## src/rtl/icache_pkg.sv

```systemverilog
// Shared definitions for the instruction cache: FSM encoding, default geometry
// and the constants used to slice a fetch address into offset/index/tag.
package icache_pkg;

    localparam logic [0:0] ST_IDLE = 1'b0;
    localparam logic [0:0] ST_REQ  = 1'b1;

    localparam int DEF_IDX_W  = 4;
    localparam int DEF_ADDR_W = 32;

    // Byte offset inside a 32-bit word; the index field starts right above it.
    localparam int OFF_W   = 2;
    localparam int IDX_LSB = OFF_W;

    function automatic int tag_width(input int addr_w, input int idx_w);
        return addr_w - OFF_W - idx_w;
    endfunction

endpackage

```

## src/rtl/icache_store.sv

```systemverilog
// Line storage for the direct-mapped instruction cache: valid/tag/data per line,
// one write port, one combinational read port and a global invalidate.
module icache_store
    import icache_pkg::*;
#(
    parameter int IDX_W = DEF_IDX_W,
    parameter int TAG_W = tag_width(DEF_ADDR_W, DEF_IDX_W)
) (
    input  logic             clk,
    input  logic             rst_n,
    input  logic             inval_i,
    input  logic             we_i,
    input  logic [IDX_W-1:0] widx_i,
    input  logic [TAG_W-1:0] wtag_i,
    input  logic [31:0]      wdata_i,
    input  logic [IDX_W-1:0] ridx_i,
    output logic             rvalid_o,
    output logic [TAG_W-1:0] rtag_o,
    output logic [31:0]      rdata_o
);

    localparam int LINES = 1 << IDX_W;

    logic [LINES-1:0] valid_q;
    logic [LINES-1:0] valid_d;
    logic [TAG_W-1:0] tag_q  [LINES];
    logic [31:0]      data_q [LINES];

    // Invalidate wins over a same-cycle fill so the filled line stays invalid.
    always_comb begin
        valid_d = valid_q;
        if (inval_i) begin
            valid_d = '0;
        end else if (we_i) begin
            valid_d[widx_i] = 1'b1;
        end else begin
            valid_d = valid_q;
        end
    end

    // Valid bits: the only storage that is cleared by reset.
    always_ff @(posedge clk or negedge rst_n) begin
        if (!rst_n) begin
            valid_q <= '0;
        end else begin
            valid_q <= valid_d;
        end
    end

    // Tag and data arrays are written on every fill and never reset.
    always_ff @(posedge clk) begin
        if (we_i) begin
            tag_q[widx_i]  <= wtag_i;
            data_q[widx_i] <= wdata_i;
        end
    end

    assign rvalid_o = valid_q[ridx_i];
    assign rtag_o   = tag_q[ridx_i];
    assign rdata_o  = data_q[ridx_i];

endmodule

```

## src/rtl/icache.sv

```systemverilog
// Direct-mapped, one-word-per-line instruction cache with a req/ack miss path.
// Optional hit/miss counters are built when ICACHE_STATS_EN is defined.
module icache
    import icache_pkg::*;
#(
    parameter int IDX_W  = DEF_IDX_W,
    parameter int ADDR_W = DEF_ADDR_W
) (
    input  logic              clk,
    input  logic              rst,
    input  logic [ADDR_W-1:0] romAddr_i,
    output logic [31:0]       romData_o,
    output logic              stall_o,
    input  logic              flush_i,
    output logic              memReq_o,
    output logic [ADDR_W-1:0] memAddr_o,
    input  logic              memAck_i,
    input  logic [31:0]       memData_i
`ifdef ICACHE_STATS_EN
    ,
    output logic [31:0]       hitCount_o,
    output logic [31:0]       missCount_o
`endif
);

    localparam int TAG_W = tag_width(ADDR_W, IDX_W);

    logic [0:0]        state_q;
    logic [0:0]        state_d;
    logic [ADDR_W-1:0] addr_q;
    logic [ADDR_W-1:0] addr_d;

    logic [IDX_W-1:0]  lk_idx_s;
    logic [TAG_W-1:0]  lk_tag_s;
    logic              rd_valid_s;
    logic [TAG_W-1:0]  rd_tag_s;
    logic [31:0]       rd_data_s;
    logic              hit_s;
    logic              miss_s;
    logic              fill_s;

    assign lk_idx_s = romAddr_i[IDX_LSB +: IDX_W];
    assign lk_tag_s = romAddr_i[ADDR_W-1 -: TAG_W];
    assign fill_s   = (state_q == ST_REQ) && memAck_i;

    icache_store #(
        .IDX_W (IDX_W),
        .TAG_W (TAG_W)
    ) u_store (
        .clk      (clk),
        .rst_n    (rst),
        .inval_i  (flush_i),
        .we_i     (fill_s),
        .widx_i   (addr_q[IDX_LSB +: IDX_W]),
        .wtag_i   (addr_q[ADDR_W-1 -: TAG_W]),
        .wdata_i  (memData_i),
        .ridx_i   (lk_idx_s),
        .rvalid_o (rd_valid_s),
        .rtag_o   (rd_tag_s),
        .rdata_o  (rd_data_s)
    );

    // Lookup only happens in IDLE; while a fill is pending the fetch address is ignored.
    always_comb begin
        hit_s  = 1'b0;
        miss_s = 1'b0;
        if (state_q == ST_IDLE) begin
            hit_s  = rd_valid_s && (rd_tag_s == lk_tag_s);
            miss_s = !hit_s;
        end else begin
            hit_s  = 1'b0;
            miss_s = 1'b0;
        end
    end

    // Core-facing outputs are forced quiet while reset is held.
    always_comb begin
        stall_o   = 1'b0;
        romData_o = 32'd0;
        if (!rst) begin
            stall_o   = 1'b0;
            romData_o = 32'd0;
        end else begin
            stall_o   = (state_q == ST_REQ) || miss_s;
            romData_o = hit_s ? rd_data_s : 32'd0;
        end
    end

    // Miss FSM: latch the word-aligned address on a miss, wait for the ack.
    always_comb begin
        state_d = state_q;
        addr_d  = addr_q;
        case (state_q)
            ST_IDLE: begin
                if (miss_s) begin
                    state_d              = ST_REQ;
                    addr_d               = romAddr_i;
                    addr_d[OFF_W-1:0]    = '0;
                end else begin
                    state_d = ST_IDLE;
                end
            end
            ST_REQ: begin
                if (memAck_i) begin
                    state_d = ST_IDLE;
                end else begin
                    state_d = ST_REQ;
                end
            end
            default: begin
                state_d = ST_IDLE;
                addr_d  = addr_q;
            end
        endcase
    end

    // FSM state and request address registers.
    always_ff @(posedge clk or negedge rst) begin
        if (!rst) begin
            state_q <= ST_IDLE;
            addr_q  <= '0;
        end else begin
            state_q <= state_d;
            addr_q  <= addr_d;
        end
    end

    assign memReq_o  = (state_q == ST_REQ);
    assign memAddr_o = addr_q;

`ifdef ICACHE_STATS_EN
    logic [31:0] hit_cnt_q;
    logic [31:0] hit_cnt_d;
    logic [31:0] miss_cnt_q;
    logic [31:0] miss_cnt_d;

    // Saturating event counters; a flush leaves them untouched.
    always_comb begin
        hit_cnt_d  = hit_cnt_q;
        miss_cnt_d = miss_cnt_q;
        if (hit_s && (hit_cnt_q != 32'hFFFF_FFFF)) begin
            hit_cnt_d = hit_cnt_q + 32'd1;
        end else begin
            hit_cnt_d = hit_cnt_q;
        end
        if (miss_s && (miss_cnt_q != 32'hFFFF_FFFF)) begin
            miss_cnt_d = miss_cnt_q + 32'd1;
        end else begin
            miss_cnt_d = miss_cnt_q;
        end
    end

    // Counter registers, cleared only by reset.
    always_ff @(posedge clk or negedge rst) begin
        if (!rst) begin
            hit_cnt_q  <= 32'd0;
            miss_cnt_q <= 32'd0;
        end else begin
            hit_cnt_q  <= hit_cnt_d;
            miss_cnt_q <= miss_cnt_d;
        end
    end

    assign hitCount_o  = hit_cnt_q;
    assign missCount_o = miss_cnt_q;
`endif

endmodule

```

## config.mk

```make
export PLATFORM = sky130hd
export DESIGN_NAME = icache
export DESIGN_NICKNAME = d
export VERILOG_FILES = /design/src/rtl/icache_pkg.sv /design/src/rtl/icache_store.sv /design/src/rtl/icache.sv
export SDC_FILE = /design/constraint.sdc
export NUM_CORES = 1
export LEC_CHECK = 0
export ABC_CLOCK_PERIOD_IN_PS = 6140
export BUFFER_PORTS_ARGS = -buffer_cell sky130_fd_sc_hd__buf_2
export CORE_ASPECT_RATIO = 1.4
export CORE_MARGIN = 8
export CORE_UTILIZATION = 30
export CTS_BUF_LIST = sky130_fd_sc_hd__clkbuf_8
export CTS_CLUSTER_SIZE = 30
export DETAILED_ROUTE_END_ITERATION = 6
export SLEW_MARGIN = 20
export SYNTH_ARGS = -nofsm -noshare
export SYNTH_HDL_FRONTEND = slang
export SYNTH_HIERARCHICAL = 1
export SYNTH_SLANG_ARGS = --single-unit
```

## constraint.sdc

```tcl
create_clock -name clk -period 6.14 [get_ports clk]
set_clock_uncertainty 0.15 [all_clocks]
set_input_delay 1.228 -clock clk [delete_from_list [all_inputs] [get_ports clk]]
set_output_delay 1.228 -clock clk [all_outputs]
set_load 0.02 [all_outputs]
```

* After elaboration in Yosys (flattened, before gate mapping)
Memories as Yosys holds them, arrays and structs flattened.
Cells that the tools add are included.
** Operators by class
- Shift operators :: 0
- Bitwise operators :: 2
- Multiply operators :: 0
- Divide/modulo/power cells :: 0
- Eq/ne operators :: 1
- Add/sub/neg operators :: 0
- Reductions and logical operators :: 7
- Magnitude comparators :: 3
- Mux-type cells :: 16
** Operators with widths (number)
- $mux 32 :: 2
- $mux 16 :: 2
- $eq 26x26->1 :: 1
- $or 16x16->16 :: 1
- $lt 4x5->1 const B :: 2
- $mux 1 :: 9
- $bmux 1 s4 :: 1
- $demux 1 s4 :: 1
- $ge 4x1->1 const B :: 1
- $logic_and 1x1->1 :: 3
- $pmux 1 s2 :: 1
- $reduce_and 2->1 :: 1
- $reduce_bool 2->1 :: 1
- $logic_not 1->1 :: 1
- $logic_or 1x1->1 :: 1
- $not 1->1 :: 1
** Word-level totals
- RAM bits :: 928
- Bits in latches :: 0
- Output and inout bits :: 66
- Bits in read-only memories :: 0
- Memories kept :: 2
- Register bits after elaboration :: 47
- Input port bits :: 68
- Word-level logic and storage cells :: 34
** Memory list
- u_store.data_q :: words 16, width 32, read ports 1, clocked after Yosys merged registers in 0, write ports 1, RTL line icache_store.sv:27 : logic [31:0] data_q [LINES];
- u_store.tag_q :: words 16, width 26, read ports 1, clocked after Yosys merged registers in 0, write ports 1, RTL line icache_store.sv:26 : logic [TAG_W-1:0] tag_q [LINES];

* Logic depth before layout (Yosys ltp)
Gate-level depths: netlist of the first run.
- Word-level depth :: 7
- Gate-level depth with buffers :: 12
- Depth with buffers taken out :: 8

* Hierarchy
The synthesis of the first run kept the hierarchy.
** Modules (own cells, without submodules)
- icache_store :: cells an instance 1506, sequential area each 28267.1 sq um, times used 1, area an instance 35401.5 sq um
- icache :: cells an instance 149, sequential area each 775.7 sq um, times used 1, area an instance 1754.2 sq um

* Worst setup path after synthesis of the first run
OpenSTA, ideal clock, no wires.
- Path kind :: input to register
- From :: input port memAck_i
- To :: memory u_store.data_q[0][0] (enable)
- Arrival time :: 5.904 ns
- Slack :: -0.459 ns
- Path buffers :: 0
- Library setup time :: 0.545 ns
- Stages :: 3
- Data required time :: 5.445 ns
- Cells stage by stage :: and2_1 or3b_2 nor3_1
** Between the ends
- Longest elaborated chain between the ends :: 3
** Ends and longest elaborated chain
- from (decl) :: RTL line icache.sv:17 : input logic memAck_i,
- $logic_and 1x1->1 :: RTL line icache.sv:44 : assign fill_s = (state_q == ST_REQ) && memAck_i;
- $mux 1 :: RTL line icache_store.sv:52 : if (we_i) begin
- $mux 1 (not written as such) :: RTL line icache_store.sv:54 : data_q[widx_i] <= wdata_i;
- to (decl) :: RTL line icache_store.sv:27
No other way between the ends.

* Worst setup path in the final report of the first run
- From :: input port romAddr_i[2]
- To :: output port romData_o[19]
** Between the ends
- Longest elaborated chain between the ends :: 6
- Elaborated cells on any way between the ends :: 9
- Those cells by class :: eq/ne (1); mux (5); reduce/logical (1); memory (2)
** Ends and longest elaborated chain
- from (decl) :: RTL line icache.sv:11 : input logic [ADDR_W-1:0] romAddr_i,
- $mem_v2 16x26
- named net rd_tag_s[23] :: RTL line icache.sv:36 : logic [TAG_W-1:0] rd_tag_s;
- $eq 26x26->1 :: RTL line icache.sv:68 : hit_s = rd_valid_s && (rd_tag_s == lk_tag_s);
- $logic_and 1x1->1 :: RTL line icache.sv:68
- $mux 1 :: RTL line icache.sv:67 : if (state_q == ST_IDLE) begin
- $mux 32 :: RTL line icache.sv:85 : romData_o = hit_s ? rd_data_s : 32'd0;
- $mux 32 :: RTL line icache.sv:80 : if (!rst) begin
- to (decl) :: RTL line icache.sv:12 : output logic [31:0] romData_o,
The timed path passes the listed nets, and every way through them passes these cells. The select of a mux whose other input is x is not followed.

==> results.toml, run 1 <==
[drt]
wl_per_cell_um = 25.8
drt_iter0_markers = 1405
drt-total-wl_um = 95300
first_pass_iters = 5
drcViolationCount = 0
viasPerCell = 4.88
drtAntennaViolNets = 0
vias = 18000

[global_routing]
grt_pass1_vias = 19400
grt_overflow_total = 0
grt_max_degree = 52
antenna_found_initial = 22
grt_util_all_layers_pct = 13.9
grt_pass1_wl_um = 136000

[placed_design]
dp_hpwl_um = 55200
place.gp.congestion = 0.713
io_buffers = 129
dpl.cell_count = 3415

[setup_path]
rrSetupSlack_ns = 2.38
critPathCaptureType = "primary output"
arrival_ns = 4.64
reg2reg_from = "u_store/tag_q[0][24]"
r2r_cells = 11
rr_endpoint = "memAddr_o[13]"
critical_path_class = "in -> out"
crit_required_ns = 4.76
cp_max_fo = 14
cp-start-kind = "primary input"

[clock_tree]
clkSlewWorstSetupHoldPaths_ns = 0.06
cts_tree = "yes"
cts-root-buf = "clkbuf_8"
cts.sink_count = 975
clk_latency_ns = 0.83
htree_levels = 4
cts_buffers = 146
clockBufferDepth = 3

[finish]
syn2layout_area_growth_pct = 17.0
stdcell_count = 3692
post-route-util_pct = 35.2
seq_area_sq_um = 29000
multiInputGateArea_sq_um = 7890
fillers = 11400
drive_above_1_share_pct = 35.4
final_nets = 2007

[timing]
max_freq_mhz = 166
period_needed_ns = 6.02
maxSlewHeadroom_pct = 36.6
setup_viol = 0
drv_slew = 0
setup_tns_ns = 0
rsz0062_at_grt = "true"
holdWs_ns = 0.355
hold_viol = 0
fin_crit_sh_pct = 98.1
worst_slew_pin_slew_ns = 0.948

[min_path]
hp-class = "reg -> reg"
worstHoldEndpoint = "u_store/valid_q[15]"
min_from = "u_store/valid_q[15]"
hold_depth = 2

[power]
power.total_mw = 13.6
powerDensity_nw_per_um2 = 314
irDropWorstVdd_mv = 0.188
cellLeakagePower_nw = 14.2

[synth]
ys_ff_latch = 975
synth_cells = 1655
synthFlopType = "edfxtp_1"
yosysWarnings = 6
avgSynthCellArea_sq_um = 22.5
netlist_area_sq_um = 37200
synth_cell_types = 35
ys_seq_area_share_pct = 78.2
synthArstFlopShare_pct = 4.82
synth_edf_count = 928

[floorplan]
die_x_um = 313
start_util_pct = 30.1
die-area_sq_um = 136000
io_pins = 134
core_sq_um = 123000
dieHeight_um = 432
rows = 153

[job]
cap_violations = 0

[status]
outcome = "finished, final reports clean"
-- synthesized netlist by cell type (5+ instances only) --
cell	number	share of area [%]
edfxtp_1	928	75
nand2_1	61	0.62
nand4_1	5	0.084
buf_2	33	0.44
and2_2	19	0.38
dfrtp_1	47	3.2
a31oi_1	5	0.084
mux2_2	30	0.91
nor3_1	6	0.081
a21oi_1	12	0.16
a22oi_1	118	2.4
clkbuf_1	47	0.47
nor2_1	33	0.33
and2_1	14	0.24
buf_6	5	0.15
xnor2_1	24	0.57
mux4_2	236	14
-- critical path, cell delays in order --
cell       delay, ns
buf_16          0.16
bufbuf_16       0.30
buf_4           0.15
buf_4           0.13
mux4_2          0.49
a22oi_1         0.20
nand2_1         0.12
xor2_2          0.21
nor2_1          0.13
or4b_4          0.49
nor4_4          0.21
buf_4           0.19
buf_4           0.15
buf_12          0.14
and2_2          0.14
clkbuf_4        0.16
-- cell usage in the layout, fill, tap and decap left out, types with 17 or more instances in the layout --
master	instances
a22oi_1	117
and2_2	18
buf_12	19
buf_2	124
buf_4	75
clkbuf_8	153
clkinv_1	30
clkinv_2	17
dfrtp_1	47
edfxtp_1	928
inv_1	51
mux2_2	30
mux4_2	236
nand2_1	61
nor2_1	20
xnor2_1	22
-- metrics by stage --
| stage | setup slack, ns | area (sq um) |
|---|---|---|
| after floorplan | 0.790 | 37200 |
| after global placement | -0.182 | 40500 |
| after detailed placement | -0.153 | 40600 |
| after CTS | 0.0519 | 43400 |
| after global routing | -0.0307 | 43500 |
| final | 0.118 | 43500 |
-- cell type report --
class                           instances  share of cell area [%]
Antenna cell                            7                  0.0403
Clock buffer                          153                    4.84
Clock inverter                        114                    1.55
Inverter                                1                 0.00863
Multi-Input combinational cell        589                    18.2
Sequential cell                       975                    66.8
Tap cell                             1627                    4.68
Timing Repair Buffer                  226                    3.93
-- worst max path at each step --
stage | cells past startpoint | end | startpoint
2_1_floorplan | 11 | romData_o[0] | romAddr_i[2]
3_3_place_gp | 13 | romData_o[25] | romAddr_i[3]
3_5_place_dp | 13 | romData_o[25] | romAddr_i[3]
4_1_cts | 16 | romData_o[19] | romAddr_i[2]
5_1_grt | 16 | romData_o[19] | romAddr_i[2]
6_report | 16 | romData_o[19] | romAddr_i[2]
-- power by group --
part           internal [mW]  switching, mW
sequential              7.55          0.166
clock                   2.55           2.49
combinational          0.346          0.546
total                   10.4           3.20
-- timing repair --
action                     4_1_cts  5_1_grt
pin swaps                        1        1
setup endpoints to repair       31       19
setup buffers                    1        0
resized for setup                6        9
hold endpoints to repair         0        0
gates cloned                     1        0
hold buffers                     0        0
-- kinds of logic after synthesis --
logic type | synth area share [%]
and+or+nand+nor | 2.20
other | 0.0101
DFF | 78.2
AOI/OAI and AO/OA | 2.63
buffers and inverters | 1.17
xor gates and xnor gates | 0.613
muxes | 15.2
-- state kept, by name (all words and copies together) (netlist names) --
register and cells:
memAddr_o 30, memReq_o 1, u_store/valid_q 16, u_store/data_q 512
u_store/tag_q 416
-- layer usage --
layer / wire length, um / GRT usage (%) / up-vias / part of all wire (%)
met4: 2830 / 5.02 / 14 / 3.0
met5: 93 / 0 / - / 0.098
met1: 36900 / 16.4 / 9656 / 39
li1: - / - / 7571 / -
met3: 5680 / 3.50 / 200 / 6.0
met2: 49800 / 24.5 / 568 / 52
No activity file was read; power rests on OpenSTA's default activity.
==> inputs of run 2 (changes only) <==
--- a/config.mk
+++ b/config.mk
@@ -13,8 +13,7 @@
 export CTS_BUF_LIST = sky130_fd_sc_hd__clkbuf_8
 export CTS_CLUSTER_SIZE = 30
 export DETAILED_ROUTE_END_ITERATION = 6
-export SLEW_MARGIN = 20
+export SLEW_MARGIN = 10
 export SYNTH_ARGS = -nofsm -noshare
 export SYNTH_HDL_FRONTEND = slang
-export SYNTH_HIERARCHICAL = 1
 export SYNTH_SLANG_ARGS = --single-unit
==> run 2 against run 1 <==
  * Sequential power barely moved
  * First-iteration DRC count decreased by 0.93%
  * Core utilization decreased by 0.28 points
  * Global-route usage down 0.53 points
  * Register-to-register slack gained 0.36 ns
  * Final cell count down 0.19%
  * Area after synthesis increased by 2.0%
  * Critical path depth decreased by 1
  * Non-clock buffer count is 12 lower
  * Worst hold slack improved by 0.0040 ns
  * Via count fell by 0.94%
  * Critical path type unchanged
==> results.toml, run 2 <==
[clock_tree]
clockBufferDepth = 3
clkSlewWorstSetupHoldPaths_ns = 0.07
clk_latency_ns = 0.78
cts_buffers = 148
cts_hold_buf = 0
cts.sink_count = 975
cts-root-buf = "clkbuf_8"
cts_tree = "yes"
htree_levels = 4

[drt]
drtAntennaViolNets = 0
viasPerCell = 4.84
drcViolationCount = 0
vias = 17800
drt-total-wl_um = 92800
wl_per_cell_um = 25.2
drt_iter0_markers = 1392
first_pass_iters = 5

[power]
power.total_mw = 13.4
p_int_mw = 10.3
power_switching_mw = 3.11
power_frac_comb_pct = 6.8
pwr-share-seq_pct = 57.4
power.share.clock_pct = 35.8
switching_share_pct = 23.1
cellLeakagePower_nw = 14.3
powerDensity_nw_per_um2 = 306
irDropWorstVdd_mv = 0.190

[synth]
netlist_area_sq_um = 37900
ys_ff_latch = 975
yosysWarnings = 0
yosysTopAreaCellShare_pct = 73.5
synth_cell_types = 52
ys_top_cells_by_area = "edfxtp_1, mux4_2, dfrtp_1"
ys_seq_area_share_pct = 76.6
avgSynthCellArea_sq_um = 23.0
synth_most_common_cell = "edfxtp_1"
synth_cells = 1647
synth_common_cells = "edfxtp_1, mux4_2, mux2i_1"
synth_edf_count = 928
synthFlopType = "edfxtp_1"
synthArstFlopShare_pct = 4.82
synth_largest_area_cell = "edfxtp_1"

[timing]
holdWs_ns = 0.359
worst_slew_pin_slew_ns = 1.13
max_freq_mhz = 168
period_needed_ns = 5.95
hold_viol = 0
maxSlewHeadroom_pct = 24.6
setup_viol = 0
fin_crit_sh_pct = 96.9
drv_slew = 0

[setup_path]
cp-start-kind = "primary input"
rrSetupSlack_ns = 2.74
critPathCaptureType = "primary output"
crit_chain = "clkbuf_8 -> buf_12 -> buf_4 -> mux4_2 -> mux2_2 -> a21oi_1 -> a2111o_1 -> nor4_2 -> buf_4 -> nand4b_1 -> buf_4 -> buf_12 -> buf_12 -> nor3b_2 -> buf_2"
cp_max_fo = 23
rr_endpoint = "memAddr_o[21]"
crit_path_end = "romData_o[16]"
arrival_ns = 4.57
crit_path_start = "romAddr_i[3]"
crit_required_ns = 4.76
cp_slowest_stage_delay_ns = 0.57
r2r_cells = 10
cpMaxStageDelayCell = "mux4_2"
reg2reg_from = "u_store.tag_q[13][19]"
critical_path_class = "in -> out"

[job]
cap_violations = 0

[finish]
fin_area_sq_um = 43900
mostFrequentLayoutCells = "edfxtp_1, mux4_2, clkbuf_8"
drive_above_1_share_pct = 35.5
post-route-util_pct = 34.9
fillers = 11600
largest_register_ff_count = 512
stdcell_count = 3685
final_common_cell = "edfxtp_1"
final_nets = 1992
regMostFlops = "u_store.data_q"
syn2layout_area_growth_pct = 15.8

[global_routing]
antenna_found_initial = 21
grt_pass1_vias = 19500
grt_pass1_wl_um = 134000
grt_max_degree = 60
grt_util_all_layers_pct = 13.4
grt_overflow_total = 0

[placed_design]
dp_hpwl_um = 51200
io_buffers = 129
dpl.cell_count = 3411
postPlaceCellArea_sq_um = 41200
place.gp.congestion = 0.745

[min_path]
hp-class = "reg -> reg"

[floorplan]
io_pins = 134
die-area_sq_um = 138000
core_sq_um = 126000
start_util_pct = 30.2
dieHeight_um = 437
die_x_um = 316
rows = 154

[status]
outcome = "finished, final reports clean"
run 2: cell count changes in the layout (fill, tap and decap cells not counted), sizes merged, moves of 9 or more:
| cell | before | now |
|---|---|---|
| a22o | 0 | 9 |
| a22oi | 118 | 17 |
| and2 | 33 | 4 |
| buf | 224 | 212 |
| mux2i | 0 | 79 |
| mux4 | 236 | 246 |
| nand2 | 61 | 20 |
| nor2 | 33 | 50 |
| nor3b | 1 | 32 |
run 2: through the flow:
step                      setup slack (ns)  setup TNS [ns]
after floorplan                     0.0310               0
after global placement           -0.000805       -0.000805
after detailed placement        -0.0000542      -0.0000542
after CTS                          0.00607               0
after global routing               -0.0117         -0.0117
final                                0.188               0
run 2: repair_timing:
action / 4_1_cts / 5_1_grt
setup endpoints to repair: 1 / 27
pin swaps: 0 / 1
buffers inserted: 0 / 1
resized for setup: 3 / 3
run 2: worst min-delay path by stage:
stage | from | endpoint | slack, ns | cells after the start
3_5_place_dp | u_store.valid_q[6] | u_store.valid_q[6] | 0.34 | 2
6_report | u_store.valid_q[8] | u_store.valid_q[8] | 0.36 | 2
5_1_grt | u_store.valid_q[6] | u_store.valid_q[6] | 0.37 | 2
3_3_place_gp | u_store.valid_q[2] | u_store.valid_q[2] | 0.32 | 2
2_1_floorplan | u_store.valid_q[10] | u_store.valid_q[10] | 0.31 | 2
4_1_cts | u_store.valid_q[6] | u_store.valid_q[6] | 0.36 | 2
run 2: area by class of cell:
cell class	instances	area (sq um)	share of cell area [%]
flip-flops and latches	975	29000	66.2
multi-input cells	582	8540	19.5
clock buffers	159	2190	4.99
well taps	1638	2050	4.67
repair buffers	214	1580	3.59
clock inverters	107	464	1.06
diodes	7	17.5	0.0399
inverters	3	11.3	0.0257
run 2: critical path, delay by kind of cell:
family                 cells  cell delay [ns]
buffers and inverters      8             1.82
and+or+nand+nor            3             0.18
AOI/OAI and AO/OA          2             0.44
muxes                      2             0.84
run 2: cell families (layout without fill, tap and decap cells):
family	count (synthesis)	after routing	synth area share, %
AO/OA/AOI/OAI	59	59	1.19
XOR/XNOR	29	29	0.670
buffers and inverters	91	483	1.28
flip-flops	975	975	76.6
multiplexers	356	356	17.9
other	1	9	0.00989
AND/OR/NAND/NOR	136	136	2.33
run 2: routing by layer:
layer	track usage, %	part of all wire (%)	up-vias
met5	0	0.054	-
met1	16.6	41	9621
met4	4.38	2.2	8
met3	3.19	5.5	159
li1	-	-	7530
met2	22.8	51	521
run 2: power groups by stage:
| stage | logic [mW] | registers (mW) | clock network, mW |
|---|---|---|---|
| after floorplan | 0.518 | 7.83 | 0 |
| after global placement | 0.929 | 7.82 | 0 |
| final | 0.914 | 7.71 | 4.81 |
| after global routing | 0.983 | 7.73 | 5.21 |
| after detailed placement | 0.941 | 7.85 | 0 |
| after CTS | 0.945 | 7.71 | 4.97 |
